File: src/rtl/axis_fifo_sync.sv
// Single-clock first-word-fall-through AXI-Stream FIFO. Registers the ready
// path so consumer back-pressure never reaches the upstream mux combinationally.
module axis_fifo_sync #(
  parameter int WIDTH = 16,
  parameter int DEPTH = 8,
  localparam int AW = $clog2(DEPTH)
) (
  input  logic             clk,
  input  logic             rst,
  input  logic [WIDTH-1:0] in_data,
  input  logic             in_valid,
  output logic             in_ready,
  output logic [WIDTH-1:0] out_data,
  output logic             out_valid,
  input  logic             out_ready,
  output logic [AW:0]      count
);

  // Handshake: a beat transfers on a rising edge where valid && ready; the
  // sender holds valid and data stable until then, and ready/valid here are
  // derived only from registered pointers.

  logic [WIDTH-1:0] mem [DEPTH];
  logic [AW:0]      wr_ptr;
  logic [AW:0]      rd_ptr;
  logic             full;
  logic             empty;
  logic             push;
  logic             pop;

  // Index bits equal: empty if the wrap bits match, full if they differ.
  assign empty     = (wr_ptr == rd_ptr);
  assign full      = (wr_ptr[AW-1:0] == rd_ptr[AW-1:0]) && (wr_ptr[AW] != rd_ptr[AW]);
  assign in_ready  = !full;
  assign out_valid = !empty;
  assign out_data  = mem[rd_ptr[AW-1:0]];
  assign count     = wr_ptr - rd_ptr;
  assign push      = in_valid && in_ready;
  assign pop       = out_valid && out_ready;

  always_ff @(posedge clk or posedge rst) begin
    if (rst) begin
      wr_ptr <= '0;
      rd_ptr <= '0;
      for (int i = 0; i < DEPTH; i++) mem[i] <= '0;
    end else begin
      if (push) begin
        mem[wr_ptr[AW-1:0]] <= in_data;
        wr_ptr              <= wr_ptr + (AW+1)'(1);
      end
      if (pop) rd_ptr <= rd_ptr + (AW+1)'(1);
    end
  end

endmodule

File: config.mk
export PLATFORM = sky130hd
export DESIGN_NAME = axis_fifo_sync
export DESIGN_NICKNAME = d
export VERILOG_FILES = /design/src/rtl/axis_fifo_sync.sv
export SDC_FILE = /design/constraint.sdc
export NUM_CORES = 1
export LEC_CHECK = 0
export ABC_AREA = 1
export BUFFER_PORTS_ARGS = -buffer_cell sky130_fd_sc_hd__buf_2
export CORE_MARGIN = 2
export CORE_UTILIZATION = 60
export CTS_CLUSTER_DIAMETER = 200
export DETAILED_ROUTE_END_ITERATION = 12
export PLACE_DENSITY = 0.79
export REMOVE_ABC_BUFFERS = 1
export SYNTH_ARGS = -nofsm -noshare
export SYNTH_HDL_FRONTEND = slang
export SYNTH_SLANG_ARGS = --single-unit
File: constraint.sdc
create_clock -name clk -period 9.88 [get_ports clk]
set_input_delay 1.976 -clock clk [delete_from_list [all_inputs] [get_ports clk]]
set_output_delay 1.976 -clock clk [all_outputs]
set_load 0.02 [all_outputs]
==> flow_summary.ini <==
[sta]
fin_skew_ns = 0.00419
finalWorstSetupSlack_ns = 4.22
hold_violations = 0
fmax_mhz = 177
finalSetupTns_ns = 0
relSlewSlack = 0.309
worst_pin_slew_ns = 1.04
rsz0062_at_grt = no
post-route-period-util = 0.573
drv_slew = 0
whs_ns = 0.463
period_needed_ns = 5.66
setup_viol = 0

[logic_synthesis]
ys_seq_area_frac = 0.469
syn_area_mm2 = 0.00725
syn_area_per_cell_um2 = 7.54
async_reset_ff_frac = 1.00
yosysWarnings = 0
synth_top_cell_by_area = dfrtp_1
synth_edf_count = 0
synthesis.instances = 962
ys.flop_type = dfrtp_1
synth_top_area_share = 0.469
synth.distinct_cells = 28
synthTopCellsByArea = dfrtp_1 (47%), nand2_1 (24%), nand4_1 (11%)
synth_seq_cells = 136

[setup_path]
required_ns = 7.90
critPathLaunchType = flip-flop
path_class = flip-flop to output port
critPathTopFamily = buffers and inverters
r2r-start = rd_ptr[2]
crit_fanout = 59
cp_num_buf_inv = 3
end_kind = output port
crit_start = rd_ptr[2]
max_stage_delay_ns = 0.89
cp_cell_sequence = clkinv_1 -> ha_1 -> inv_2 -> nor2_2 -> nand2_4 -> buf_2
worst_ep_arrival_time_ns = 3.68
slowest_stage = dfrtp_1

[placed_design]
placedCellCount = 1070
place.gp.congestion = 0.775
dp_slack_ns = 4.72
place_area_mm2 = 0.00726
hpwlAfterDp_mm = 10.4
port_buffers = 41

[routing]
met3_length_mm = 1.58
postRouteAntennaNets = 0
drcViolationCount = 0
wl_met2_mm = 9.50
wl_met1_mm = 8.43
totalWireLength_mm = 20.1
viasPerCell = 6.07
top_layer_used = met4
wl_per_cell_um = 18.2
dr.pass1.iters = 6
drt_iter0_markers = 758
num_vias = 6690

[cells_and_area]
final_cell_mix = nand2_1 (462), dfrtp_1 (135), nand4_1 (129)
final_nets = 968
antenna_cells = 0
final_area_mm2 = 0.00784
final_common_cell = nand2_1
layout-drive-gt1-share = 0.109
instances_no_fill = 1102
areaGrowthSynthToFinish_pct = 8.04

[hold_path]
holdCritPathClass = flip-flop to flip-flop
hold_start = mem[53]

[clocking]
root_buffer = clkbuf_16
clk_latency_ns = 0.43
clk_pin_slew_ns = 0.06
cts_hold_buf = 0
clk_path_buf_depth = 2
numCtsBuffers = 17
postCtsSetupBuffers = 0
cts_tree = built
clkSinkCount = 136
cts_resized = 0
htreeDepth = 4

[floorplan]
dieHeight_um = 114
coreArea_mm2 = 0.0119
dieArea_mm2 = 0.0130
rows = 40
fp.dieW_um = 114
initial_utilization = 0.609
io_pins = 42

[global_route]
antenna_found_initial = 0
overflow = 0
grt_usage = 0.323
grt_max_degree = 92
grt_pass1_vias = 6177
grt_pass1_wl_mm = 32.6

[power]
irDropWorstVdd_v = 0.000355
power_leakage_nw = 4.12
pwr_density_cell_mw_per_mm2 = 373

[run]
max-cap-violations = 0

[run_status]
status = complete, no violations
-- registers in the layout, indices dropped and copies added, names as in the netlist --
signal and flops:
mem 128, wr_ptr 4, rd_ptr 4
-- cell type report --
| type | instances | area, um2 |
|---|---|---|
| Clock buffer | 24 | 482 |
| Clock inverter | 8 | 95.1 |
| Fill cell | 1047 | 4080 |
| Inverter | 13 | 53.8 |
| Multi-Input combinational cell | 724 | 3340 |
| Sequential cell | 136 | 3400 |
| Tap cell | 147 | 184 |
| Timing Repair Buffer | 50 | 275 |
-- worst register-to-register path: stages (launching register included) --
cell	delay, ns
dfrtp_1	0.89
clkinv_1	0.82
ha_1	0.61
inv_2	0.07
nor2_2	0.05
nand2_4	0.47
buf_4	0.84
nand3_2	0.73
nand2_1	0.23
nand2_1	0.07
-- cells by family after synthesis --
family	after synthesis	synth area share
simple gates	646	0.396
buf+inv	102	0.0707
compound gates	67	0.0462
flops	136	0.469
fa+ha+maj	6	0.0114
xor+xnor	5	0.00604
-- where the power goes --
part / total, mW / leakage (nW) / switching, mW / internal, mW
Sequential: 0.974 / 1.71 / 0.162 / 0.812
Combinational: 1.33 / 2.13 / 0.931 / 0.395
Clock: 0.626 / 0.280 / 0.236 / 0.389
Total: 2.93 / 4.12 / 1.33 / 1.60
-- cell usage after synthesis, types with 2 or more instances --
master / number
buf_1: 5
dfrtp_1: 136
nor2_2: 4
o21ai_1: 15
nand2_1: 462
buf_2: 49
nand2_2: 2
xnor2_1: 3
ha_1: 5
nor3_4: 2
nand4_1: 129
nor2_1: 32
buf_4: 12
nand3_2: 7
clkbuf_1: 19
buf_6: 3
xor2_1: 2
nand3_1: 3
inv_2: 4
o21ai_0: 51
inv_1: 8
nor2_4: 3
-- worst paths after layout --
kind                              to  slack, ns  cells past startpoint
min                          mem[53]       0.46                      2
min reg2reg                  mem[53]       0.46                      2
min in group asynchronous    mem[30]       1.62                      2
max in group asynchronous    mem[37]       6.86                      3
max reg2reg                wr_ptr[3]       4.98                      9
max                         in_ready       4.22                      6
-- layer usage --
layer	up-vias	track usage
li1	3124	-
met1	3218	0.443
met4	0	0.129
met2	303	0.509
met3	45	0.0632
met5	-	0
-- stage by stage --
step	total power, mW	utilization
floorplan	1.84	-
global placement	2.25	0.609
detailed placement	2.28	0.609
CTS	2.91	0.658
global route	3.13	0.658
finish	2.93	0.658
Note: power is estimated with default switching activity, not from simulation.
